==> config.mk <==
export PLATFORM = sky130hd
export DESIGN_NAME = debounce_multi
export DESIGN_NICKNAME = d
export VERILOG_FILES = /design/src/rtl/debounce_multi.sv
export SDC_FILE = /design/constraint.sdc
export NUM_CORES = 1
export LEC_CHECK = 0
export BUFFER_PORTS_ARGS = -buffer_cell sky130_fd_sc_hd__buf_2
export CAP_MARGIN = 5
export CELL_PAD_IN_SITES_DETAIL_PLACEMENT = 1
export CELL_PAD_IN_SITES_GLOBAL_PLACEMENT = 1
export CORE_UTILIZATION = 30
export CTS_CLUSTER_SIZE = 40
export DETAILED_ROUTE_END_ITERATION = 10
export HOLD_SLACK_MARGIN = 0.12
export PLACE_DENSITY_LB_ADDON = 0.1
export SYNTH_ARGS = -nofsm -noshare
export SYNTH_HDL_FRONTEND = slang
export SYNTH_SLANG_ARGS = --single-unit
==> constraint.sdc <==
create_clock -name clk_i -period 4.5 [get_ports clk_i]
set_input_delay 0 -clock clk_i [delete_from_list [all_inputs] [get_ports clk_i]]
set_output_delay 0 -clock clk_i [all_outputs]
set_load 0.02 [all_outputs]
==> src/rtl/debounce_multi.sv <==
// Multi-channel button debouncer: per-channel synchroniser, lockout FSM, registered
// rise/fall event pulses and an optional long-press pulse, all paced by a shared tick.
module debounce_multi #(
    parameter int unsigned CHANNELS       = 4,
    parameter int unsigned DEBOUNCE_TICKS = 4096,
    parameter int unsigned LONG_TICKS     = 131072,
    parameter int unsigned SYNC_STAGES    = 2
) (
    input  logic                clk_i,
    input  logic                rstn_i,
    input  logic                tp_i,
    input  logic [CHANNELS-1:0] btn_i,
    output logic [CHANNELS-1:0] btn_o,
    output logic [CHANNELS-1:0] rise_o,
    output logic [CHANNELS-1:0] fall_o,
    output logic [CHANNELS-1:0] long_o
);

    typedef enum logic [1:0] {
        S_WAIT_LOW  = 2'd0,
        S_CNT_HIGH  = 2'd1,
        S_WAIT_HIGH = 2'd2,
        S_CNT_LOW   = 2'd3
    } state_t;

    localparam int unsigned     CntW     = (DEBOUNCE_TICKS > 1) ? $clog2(DEBOUNCE_TICKS) : 1;
    localparam logic [CntW-1:0] CntLast  = CntW'(DEBOUNCE_TICKS - 1);
    localparam int unsigned     LongW    = (LONG_TICKS > 0) ? $clog2(LONG_TICKS + 1) : 1;
    localparam logic [LongW-1:0] LongMax = LongW'(LONG_TICKS);

    for (genvar k = 0; k < CHANNELS; k++) begin : g_ch
        logic [SYNC_STAGES-1:0] r_sync;
        logic                   w_s;
        state_t                 r_state;
        state_t                 w_state_d;
        logic [CntW-1:0]        r_cnt;
        logic [CntW-1:0]        w_cnt_d;
        logic                   w_high_q;
        logic                   w_high_d;
        logic                   r_rise;
        logic                   r_fall;

        always_ff @(posedge clk_i or negedge rstn_i) begin
            if (!rstn_i) begin
                r_sync <= '0;
            end else begin
                r_sync[0] <= btn_i[k];
                for (int i = 1; i < SYNC_STAGES; i++) begin
                    r_sync[i] <= r_sync[i-1];
                end
            end
        end

        assign w_s = r_sync[SYNC_STAGES-1];

        always_ff @(posedge clk_i or negedge rstn_i) begin
            if (!rstn_i) begin
                r_state <= S_WAIT_LOW;
                r_cnt   <= '0;
            end else begin
                r_state <= w_state_d;
                r_cnt   <= w_cnt_d;
            end
        end

        // Counting states ignore w_s entirely; that lockout is what swallows bounce.
        always_comb begin
            w_state_d = r_state;
            w_cnt_d   = r_cnt;
            unique case (r_state)
                S_WAIT_LOW: begin
                    if (w_s) begin
                        w_state_d = S_CNT_HIGH;
                        w_cnt_d   = '0;
                    end
                end
                S_CNT_HIGH: begin
                    if (tp_i) begin
                        if (r_cnt == CntLast) w_state_d = S_WAIT_HIGH;
                        else                  w_cnt_d   = r_cnt + 1'b1;
                    end
                end
                S_WAIT_HIGH: begin
                    if (!w_s) begin
                        w_state_d = S_CNT_LOW;
                        w_cnt_d   = '0;
                    end
                end
                S_CNT_LOW: begin
                    if (tp_i) begin
                        if (r_cnt == CntLast) w_state_d = S_WAIT_LOW;
                        else                  w_cnt_d   = r_cnt + 1'b1;
                    end
                end
            endcase
        end

        assign w_high_q = (r_state == S_CNT_HIGH) || (r_state == S_WAIT_HIGH);
        assign w_high_d = (w_state_d == S_CNT_HIGH) || (w_state_d == S_WAIT_HIGH);

        // Decoded from the next state so the pulses line up with the btn_o edge.
        always_ff @(posedge clk_i or negedge rstn_i) begin
            if (!rstn_i) begin
                r_rise <= 1'b0;
                r_fall <= 1'b0;
            end else begin
                r_rise <= w_high_d & ~w_high_q;
                r_fall <= ~w_high_d & w_high_q;
            end
        end

        assign btn_o[k]  = w_high_q;
        assign rise_o[k] = r_rise;
        assign fall_o[k] = r_fall;

        if (LONG_TICKS > 0) begin : g_long
            logic [LongW-1:0] r_lcnt;
            logic             r_long;

            // Saturating at LongMax makes the pulse one-shot until the button is released.
            always_ff @(posedge clk_i or negedge rstn_i) begin
                if (!rstn_i) begin
                    r_lcnt <= '0;
                    r_long <= 1'b0;
                end else if (!w_high_q) begin
                    r_lcnt <= '0;
                    r_long <= 1'b0;
                end else begin
                    r_long <= tp_i && (r_lcnt == LongMax - 1'b1);
                    if (tp_i && (r_lcnt != LongMax)) begin
                        r_lcnt <= r_lcnt + 1'b1;
                    end
                end
            end

            assign long_o[k] = r_long;
        end else begin : g_no_long
            assign long_o[k] = 1'b0;
        end
    end

endmodule

==> results of run 1 <==
-- final cells by class --
| class | count | area, sq um | share of cell area (%) |
|---|---|---|---|
| Multi-Input combinational cell | 623 | 4051 | 44.56 |
| Sequential cell | 148 | 3704 | 40.73 |
| Timing Repair Buffer | 32 | 203.9 | 2.243 |
| Inverter | 30 | 112.6 | 1.238 |
| Clock inverter | 13 | 158.9 | 1.748 |
| Tap cell | 335 | 419.2 | 4.610 |
| Clock buffer | 19 | 442.9 | 4.871 |
-- cell usage in the layout (no fill, tap or decap), drive strengths merged, types with 5 or more instances in the layout --
cell,n
nor4,22
nand4,32
or3,17
nor2,102
a211oi,6
and2,19
a21oi,24
o31ai,14
or4,15
nor2b,6
nand2b,8
mux2,8
dlygate4sd3,5
mux2i,8
nor3,35
nand2,42
nor3b,9
o21ai,29
inv,27
and3,15
xor2,22
nor4b,9
clkinv,10
dfrtp,148
xnor2,57
clkbuf,20
o211ai,9
ha,28
buf,26
nand3,44
o21a,6
-- worst max-delay path, cell delays in order (launching register included) --
cell       delay (ps)
dfrtp_1           410
inv_1             130
ha_1              600
a2111oi_0         900
nand3_1           190
xnor2_1           160
and2_1            150
-- metrics by stage --
step | power (uW) | hold WS [ps] | worst slack (ps) | utilization [%]
finish | 3872 | 195.9 | 1866 | 34.70
floorplan | 2222 | -295.6 | 2058 | -
global placement | 2394 | 107.9 | 2000 | 32.18
global route | 4128 | 203.2 | 1570 | 34.70
detailed placement | 2446 | 112.2 | 1848 | 32.18
CTS | 3961 | 164.0 | 1836 | 34.67
-- layer usage --
metal / wire (um) / up-vias / track usage (%)
li1: - / 3004 / -
met1: 9245 / 3142 / 19.22
met2: 9191 / 40 / 25.37
met3: 410 / 14 / 3.098
met4: 163 / 0 / 3.698
met5: 0 / - / 0
-- registers in the layout (all words and copies together) (netlist names) --
signal / count
g_ch.r_rise: 4
g_ch.r_cnt: 48
g_ch.r_sync: 8
g_ch.g_long.r_long: 4
g_ch.g_long.r_lcnt: 72
g_ch.r_fall: 4
g_ch.r_state: 8
-- kinds of logic after synthesis --
logic type	Yosys count	share of synthesized area [%]
DFF	148	46.03
adders and majority gates	28	4.354
buffers and inverters	61	3.623
AOI/OAI and AO/OA	113	9.516
xor gates and xnor gates	79	8.599
and+or+nand+nor	387	25.67
muxes	16	2.208
-- power by group --
part / leakage (uW) / internal, uW / switching [uW]
clock network: 0.000289 / 886 / 579
logic: 0.00142 / 300 / 458
registers: 0.00198 / 1480 / 169
total: 0.00370 / 2660 / 1210
-- how the worst max path moves through the flow --
stage                            start                   endpoint  slack, ps  cells past startpoint
finish              g_ch[0].r_state[0]  g_ch[0].g_long.r_lcnt[13]       1870                      6
global route        g_ch[0].r_state[0]  g_ch[0].g_long.r_lcnt[13]       1570                      6
CTS                 g_ch[0].r_state[0]  g_ch[0].g_long.r_lcnt[13]       1840                      6
detailed placement  g_ch[0].r_state[0]  g_ch[0].g_long.r_lcnt[13]       1850                      6
global placement    g_ch[1].r_state[0]          g_ch[1].r_cnt[11]       2000                      7
floorplan           g_ch[1].r_state[0]          g_ch[1].r_cnt[11]       2060                      7
-- timing repair --
action | 4_1_cts | 5_1_grt
endpoints found under the hold margin | 112 | 0
resized for setup | 0 | 0
hold buffers | 5 | 0
endpoints found under the setup margin | 0 | 0
==> reports/metrics.csv, run 1 <==
stage;metric;value;unit
critical_path;crit_path_end_kind;register;
routing;routed_wl;19.01;mm
global_routing;grt_max_degree;110;
synth;yosysWarnings;0;
sta;slew_headroom;30.60;%
routing;via_per_inst;5.167;
hold_path;hold_path.startpoint;tp_i;
critical_path;cp.arrival;2940;ps
placed_design;place_area;8433;sq um
sta;drv_slew;0;
hold_path;holdPathEnd;g_ch[0].g_long.r_long;
routing;routedWlPerCell;15.84;um
synth;netlist_area;8046;sq um
synth;synth_top_area_share;46.03;%
hold_path;holdPathStages;3;
sta;final_min_period_over_clock_period;58.54;%
global_routing;grt_pass1_vias;6677;
synth;synth-edff-count;0;
pwr;p_leak;0.003697;uW
global_routing;grt_pass1_wl;33.72;mm
critical_path;cp-start-kind;register;
floorplanning;die_area;27480;sq um
critical_path;worst-setup-path-type;register to register;
sta;worst_pin_slew;1041;ps
synth;synth-main-ff-cell;dfrtp_1;
floorplanning;die_w;165.8;um
placed_design;dp_cells;1162;
cts;cts_tree;built;
floorplanning;core;26210;sq um
pwr;power_density;425.8;nW/um^2
cts;clkTransAtPathRegs;60;ps
cts;ctsLongestPathBuffers;2;
critical_path;r2r_slack;1870;ps
routing;drcViolationCount;5;
routing;drt_iter0_markers;265;
finish;finish.net_count;887;
synth;synth_seq_area_share;46.03;%
run_status;status;complete, but fails checks;
sta;fin_tns_setup;0;ps
pwr;irDropWorstVdd;237.8;uV
sta;hold_viol;0;
run;cap_viol_max_count;0;
routing;ant_nets;0;
sta;fin_worst_skew;10.52;ps
routing;num_vias;6200;
cts;root_buffer;clkbuf_16;
cts;numCtsBuffers;17;
synth;yosysMostFrequentCell;dfrtp_1;
critical_path;r2r-start;g_ch[0].r_state[0];
synth;synth.net_count;867;
run_status;violations;DRC;
routing;firstDrtPassIters;7;
synth;synthCells;832;
sta;fmax;379.6;MHz
cts;cts.sink_count;148;
sta;setup_viol;0;
critical_path;cp.required;4810;ps
floorplanning;initial_core_util;30.70;%
finish;final_cells;1200;
floorplanning;die_h;165.8;um
floorplanning;rows;59;
synth;synth-seq-cells;148;
hold_path;hp-class;input pin to register;
sta;rsz0062_at_grt;false;
finish;diodes;0;
cts;post_cts_buffers;0;
synth;avgSynthCellArea;9.671;sq um
cts;insertion_delay;420;ps
floorplanning;io_pins;23;
placed_design;dp_hpwl;13.00;mm
global_routing;antenna_found_initial;0;
finish;fill_cells;2965;
global_routing;grt_usage;14.88;%
synth;synth_async_sr_flop_share;100.0;%
critical_path;reg2regPathDepth;6;
placed_design;port_buffers;22;
cts;htreeDepth;4;
finish;finalInstanceArea;9092;sq um
global_routing;overflow;0;
synth;synth_commonest_cells;dfrtp_1 (148), nor2_1 (102), xnor2_1 (57);
critical_path;crit_fanout;25;
placed_design;routabilityCongestion;0.8080;
critical_path;r2r-end;g_ch[0].g_long.r_lcnt[13];
finish;syn2layout_area_growth;13.00;%
finish;drive_gt1_share;9.364;%
synth;synth_top_area_cell;dfrtp_1;
synth;synthDistinctLibCells;59;
synth;synth_area_leaders;dfrtp_1 (46%), xnor2_1 (6.2%), nor2_1 (4.8%), ha_1 (4.4%), nand3_1 (2.7%);
sta;layout_min_cycle_time;2634;ps
(Power assumes the default switching activity.)
==> run 2: changes to the inputs <==
ABC_AREA = 1   (was default)
clock period = 2.5 ns   (was 4.5 ns; I/O delays follow)
==> run 2 against run 1 <==
Die area increased by 10%. The run now ends clean. Maximum frequency rose by 28%. Synthesized area increased by 10%. Combinational power increased to 2.9 times the previous value.
==> reports/metrics.csv, run 2 <==
stage;metric;value;unit;change
finish;largest_reg_flops;72;;unchanged
global_routing;grt_max_degree;65;;-41%
critical_path;worst-setup-path-type;register to register;;
routing;drt_iter0_markers;287;;+8.3%
global_routing;grt_pass1_vias;8090;;+21%
cts;cts.repair.resized;0;;unchanged
cts;clkTransAtPathRegs;70;ps;about the same
floorplanning;die_w;174.0;um;+5.0%
cts;numCtsBuffers;17;;unchanged
synth;synthDistinctLibCells;43;;-27%
sta;setup_viol;0;;unchanged
pwr;p_int;4675;uW;+75%
routing;routedWlPerCell;14.85;um;-6.2%
placed_design;port_buffers;22;;unchanged
critical_path;cp.required;2820;ps;-1990 ps
finish;final_cell_mix;nand2_1 (276), dfrtp_1 (148), inv_1 (145);;
placed_design;routabilityCongestion;0.7728;;-4.4%
pwr;pwr-share-comb;28.7;%;+9.1 points
sta;rsz0062_at_grt;false;;
floorplanning;rows;62;;+5.1%
synth;synth_async_sr_flop_share;100.0;%;unchanged
critical_path;cp.arrival;2370;ps;-570 ps
synth;synth_top_area_cell;dfrtp_1;;
floorplanning;io_pins;23;;unchanged
routing;num_vias;7621;;+23%
routing;ant_nets;0;;unchanged
pwr;p_sw;2948;uW;+140%
routing;firstDrtPassIters;4;;-3
global_routing;antenna_found_initial;0;;unchanged
cts;cts.sink_count;148;;unchanged
cts;cts_tree;built;;
pwr;power_frac_clock;34.4;%;-3.4 points
finish;drive_gt1_share;9.606;%;+0.24 points
synth;synth-edff-count;0;;unchanged
hold_path;hp-class;input pin to async pin;;
finish;fill_cells;3547;;+20%
critical_path;cp-start-kind;register;;
synth;yosysMostFrequentCell;nand2_1;;
global_routing;overflow;0;;unchanged
synth;synth_commonest_cells;nand2_1 (276), dfrtp_1 (148), inv_1 (145);;
finish;syn2layout_area_growth;13.18;%;
floorplanning;die_area;30280;sq um;+10%
pwr;irDropWorstVdd;440.6;uV;+85%
finish;diodes;0;;unchanged
finish;finalInstanceArea;10050;sq um;+10%
synth;netlist_area;8877;sq um;+10%
global_routing;grt_usage;16.84;%;+2.0 points
sta;final_min_period_over_clock_period;82.11;%;+24 points
run;cap_viol_max_count;0;;unchanged
floorplanning;die_h;174.0;um;+5.0%
synth;synth_seq_area_share;41.72;%;-4.3 points
synth;yosysWarnings;0;;unchanged
synth;synthCells;1173;;+41%
floorplanning;core;28940;sq um;+10%
finish;final_common_cell;nand2_1;;
finish;reg_top3;g_ch.g_long.r_lcnt x72, g_ch.r_cnt x48;;
routing;routed_wl;23.80;mm;+25%
sta;fin_worst_skew;9.564;ps;-0.9560 ps
sta;worst_pin_slew;649.1;ps;-392.0 ps
sta;drv_slew;0;;unchanged
synth;synth-main-ff-cell;dfrtp_1;;
synth;synth-seq-cells;148;;unchanged
finish;final_cells;1602;;+34%
pwr;seqPwrFrac;36.9;%;-5.7 points
placed_design;dp_cells;1564;;+35%
pwr;p_leak;0.004512;uW;+22%
synth;avgSynthCellArea;7.568;sq um;-22%
routing;drcViolationCount;0;;-5
critical_path;crit_fanout;10;;-60%
pwr;power_density;758.7;nW/um^2;+78%
finish;largest_register;g_ch.g_long.r_lcnt;;
cts;ctsLongestPathBuffers;2;;unchanged
sta;hold_viol;0;;unchanged
placed_design;dp_hpwl;17.62;mm;+36%
synth;synth_area_leaders;dfrtp_1 (42%), nand2_1 (12%), inv_1 (6.1%), nand3_1 (5.6%), nor2_1 (5.1%);;
cts;root_buffer;clkbuf_16;;
sta;slew_headroom;56.73;%;+26 points
floorplanning;initial_core_util;30.68;%;about the same
run_status;status;finished clean;;
sta;fin_tns_setup;0;ps;unchanged
global_routing;grt_pass1_wl;41.44;mm;+23%
placed_design;place_area;9403;sq um;+11%
critical_path;crit_path_end_kind;register;;
routing;via_per_inst;4.757;;-7.9%
synth;synth.net_count;1208;;+39%
finish;finish.net_count;1240;;+40%
synth;synth_top_area_share;41.72;%;-4.3 points
sta;fmax;487.2;MHz;+28%
sta;layout_min_cycle_time;2053;ps;-581.5 ps
cts;insertion_delay;430;ps;about the same
cts;htreeDepth;4;;unchanged
pwr;switching_share;38.67;%;+7.5 points
run 2: logic make-up (layout without fill, tap and decap cells):
logic type      Yosys count  in the layout  synth area share, %
simple gates            632            632                32.57
buf+inv                 187            232                8.879
flops                   148            148                41.72
compound gates          133            133                8.443
xor+xnor                 45             45                4.440
fa+ha+maj                28             28                3.946
run 2: area by class of cell:
| class | instances | area (sq um) | share of cell area, % |
|---|---|---|---|
| multi-input combinational | 838 | 4385 | 43.65 |
| tap | 384 | 480.5 | 4.782 |
| clock buffer | 17 | 425.4 | 4.234 |
| timing repair buffer | 47 | 319.1 | 3.176 |
| sequential | 148 | 3704 | 36.86 |
| clock inverter | 15 | 158.9 | 1.582 |
| inverter | 153 | 574.3 | 5.716 |
run 2: per-layer routing:
metal	vias to the layer above	track usage, %	share of wire (%)
met5	-	0	0
met4	0	4.642	1.0
met3	16	2.472	1.5
met2	49	27.63	45
met1	3674	23.01	52
li1	3882	-	-
run 2: path summary, 6_finish.rpt:
check,startpoint,endpoint,slack (ps),depth (start not counted)
setup reg to reg,g_ch[1].r_state[0],g_ch[1].r_cnt[10],450,12
hold / removal,rstn_i,g_ch[2].r_cnt[11],150,2
hold reg to reg,g_ch[3].r_sync[0],g_ch[3].r_sync[1],350,0
setup / recovery,g_ch[1].r_state[0],g_ch[1].r_cnt[10],450,12
max in group asynchronous,rstn_i,g_ch[0].r_sync[0],1560,3
min in group clk_i,btn_i[2],g_ch[2].r_sync[0],210,2
run 2: stage by stage:
step / setup slack (ps) / hold WS, ps / power (uW) / util [%]
final: 447.3 / 149.3 / 7622 / 34.72
after global routing: 238.0 / 192.4 / 8185 / 34.72
after CTS: 404.3 / 163.0 / 7782 / 34.72
after detailed placement: 435.1 / 59.74 / 5081 / 32.50
after global placement: 479.6 / 51.76 / 5054 / 32.50
after floorplan: 678.3 / -295.6 / 4439 / -
run 2: what timing repair did:
action / 4_1_cts / 5_1_grt
buffers inserted: 0 / 0
endpoints found under the hold margin: 88 / 0
setup endpoints to repair: 0 / 0
hold buffers: 6 / 0
run 2: critical path: stages, from the launching register on:
cell and delay, ps:
dfrtp_1 470, inv_1 120, ha_1 270, nand2_1 80, o21ai_0 130, a21oi_4 190, nand2_4 120, nand2_4 150
nand2_2 100, nor3_4 150, nand2_1 70, nand2_1 60, nor2_1 40
run 2: power by group through the flow:
| stage | Combinational, uW | Clock, uW | Sequential, uW |
|---|---|---|---|
| 2_1_floorplan | 1640 | 0 | 2800 |
| 3_3_place_gp | 2210 | 0 | 2850 |
| 3_5_place_dp | 2230 | 0 | 2850 |
| 4_1_cts | 2250 | 2730 | 2810 |
| 5_1_grt | 2530 | 2810 | 2840 |
| 6_report | 2190 | 2620 | 2810 |
==> run 3: changes to the inputs <==
clock period = 2 ns   (was 2.5 ns; I/O delays follow)
==> run 3 against run 2 <==
Wire length rose by 0.44%. Register-to-register slack got worse by 320 ps. Non-clock buffer count rose by 32. Sequential share of layout area fell by 1.1 points. First-iteration DRC count rose by 26%. Clock power rose by 26%. Setup slack got worse by 320 ps. Critical path depth did not move. Sequential cell count did not move.
==> reports/metrics.csv, run 3 (synthesis gave the netlist of run 2 again) <==
stage;metric;value;unit;change
run_status;status;finished clean;;
routing;drt_iter0_markers;361;;+26%
pwr;p_leak;0.004707;uW;+4.3%
critical_path;cp.arrival;2200;ps;-170 ps
sta;setup_viol;0;;unchanged
global_routing;antenna_found_initial;0;;unchanged
pwr;total_power;9808;uW;+29%
hold_path;hp-class;input pin to async pin;;
cts;numCtsBuffers;17;;unchanged
routing;routed_wl;23.90;mm;+0.44%
critical_path;r2r-end;g_ch[2].r_cnt[8];;
cts;clkTransAtPathRegs;60;ps;about the same
critical_path;r2r-start;g_ch[2].r_state[0];;
sta;fmax;532.7;MHz;+9.3%
critical_path;worst-setup-path-type;register to register;;
cts;insertion_delay;440;ps;about the same
pwr;power_density;946.7;nW/um^2;+25%
finish;final_cell_mix;nand2_1 (275), dfrtp_1 (148), inv_1 (145);;
finish;diodes;0;;unchanged
floorplanning;die_h;174.0;um;unchanged
sta;layout_min_cycle_time;1877;ps;-175.4 ps
floorplanning;die_area;30280;sq um;unchanged
floorplanning;die_w;174.0;um;unchanged
critical_path;r2r_slack;120;ps;-320 ps
finish;fill_cells;3512;;-0.99%
sta;drv_slew;0;;unchanged
placed_design;port_buffers;22;;unchanged
finish;final_common_cell;nand2_1;;
run;cap_viol_max_count;0;;unchanged
floorplanning;io_pins;23;;unchanged
finish;multiInputGateArea;4400;sq um;+0.34%
finish;largest_reg_flops;72;;unchanged
cts;root_buffer;clkbuf_16;;
sta;hold_viol;0;;unchanged
placed_design;routabilityCongestion;0.7903;;+2.3%
global_routing;grt_pass1_wl;41.37;mm;-0.17%
global_routing;grt_max_degree;42;;-35%
sta;fin_worst_skew;12.69;ps;+3.123 ps
placed_design;dp_hpwl;17.88;mm;+1.5%
critical_path;cp-start-kind;register;;
sta;worst_pin_slew;533.3;ps;-115.8 ps
sta;rsz0062_at_grt;true;;
routing;num_vias;7802;;+2.4%
sta;slew_headroom;64.18;%;+7.4 points
critical_path;crit_fanout;10;;unchanged
sta;holdWs;167.6;ps;+18.23 ps
critical_path;critPathCapture;g_ch[2].r_cnt[8];;
routing;ant_nets;0;;unchanged
critical_path;cp.required;2330;ps;-490 ps
sta;fin_tns_setup;0;ps;unchanged
routing;routedWlPerCell;14.63;um;-1.5%
routing;drcViolationCount;0;;unchanged
finish;drive_gt1_share;12.16;%;+2.6 points
global_routing;grt_usage;16.90;%;+0.058 points
finish;regArea;3704;sq um;unchanged
routing;firstDrtPassIters;4;;unchanged
cts;cts.sink_count;148;;unchanged
finish;finish.net_count;1272;;+2.6%
cts;ctsLongestPathBuffers;2;;unchanged
pwr;irDropWorstVdd;579.4;uV;+32%
global_routing;overflow;0;;unchanged
critical_path;cp-startpoint;g_ch[2].r_state[0];;
floorplanning;initial_core_util;30.68;%;unchanged
floorplanning;rows;62;;unchanged
cts;cts_tree;built;;
critical_path;reg2regPathDepth;12;;unchanged
critical_path;crit_path_end_kind;register;;
global_routing;grt_pass1_vias;8168;;+0.96%
routing;via_per_inst;4.775;;+0.37%
finish;syn2layout_area_growth;16.72;%;
cts;htreeDepth;4;;unchanged
finish;largest_register;g_ch.g_long.r_lcnt;;
floorplanning;core;28940;sq um;unchanged
sta;final_min_period_over_clock_period;93.87;%;+12 points
finish;reg_top3;g_ch.g_long.r_lcnt x72, g_ch.r_cnt x48;;
-- run 3: final cells by class --
type	count	share of cell area (%)
tap	384	4.637
sequential	148	35.74
clock inverter	11	1.196
clock buffer	21	4.541
inverter	153	5.579
timing repair buffer	79	5.833
multi-input combinational	838	42.47
-- run 3: report_power, final --
group	total, uW	switching (uW)	internal (uW)	leakage (uW)
clock	3300	1360	1940	0.000298
sequential	3480	209	3270	0.00199
combinational	3020	2030	995	0.00242
-- run 3: worst min-delay path by stage --
stage	startpoint	end	slack, ps	depth (start not counted)
2_1_floorplan	rstn_i	g_ch[0].g_long.r_lcnt[0]	-300	0
6_report	rstn_i	g_ch[3].r_cnt[10]	170	3
3_5_place_dp	rstn_i	g_ch[3].r_cnt[10]	-20	1
5_1_grt	btn_i[3]	g_ch[3].r_sync[0]	170	2
3_3_place_gp	rstn_i	g_ch[3].r_cnt[10]	-20	1
4_1_cts	rstn_i	g_ch[0].g_long.r_lcnt[12]	170	3
-- run 3: worst max-delay path, stage by stage (launching register included) --
cell and delay [ps]:
dfrtp_1 370, inv_1 100, ha_1 220, inv_1 90, nor2_1 90, nor3b_4 240, nand2_1 130, nand2_4 140
nand2_2 80, inv_2 70, nand2_1 60, o21ai_1 130, a21oi_1 50
-- run 3: metrics by stage --
step	instance area (sq um)	cells	setup slack (ps)	util (%)
3_3_place_gp	9630	1591	115.4	33.28
2_1_floorplan	8877	1173	178.3	-
3_5_place_dp	9630	1591	56.98	33.28
4_1_cts	10310	1630	41.21	35.64
6_report	10360	1634	122.6	35.81
5_1_grt	10360	1634	-58.84	35.81
-- run 3: per-layer routing --
| layer | routed length, um | GRT usage, % |
|---|---|---|
| met1 | 12080 | 22.89 |
| met2 | 11180 | 27.53 |
| met3 | 447 | 3.171 |
| met4 | 189 | 4.459 |
| met5 | 0 | 0 |
-- run 3: what timing repair did --
action,CTS,global route
endpoints found under the setup margin,0,25
hold buffers,7,0
resized for setup,0,7
endpoints found under the hold margin,155,0
setup buffers,0,4
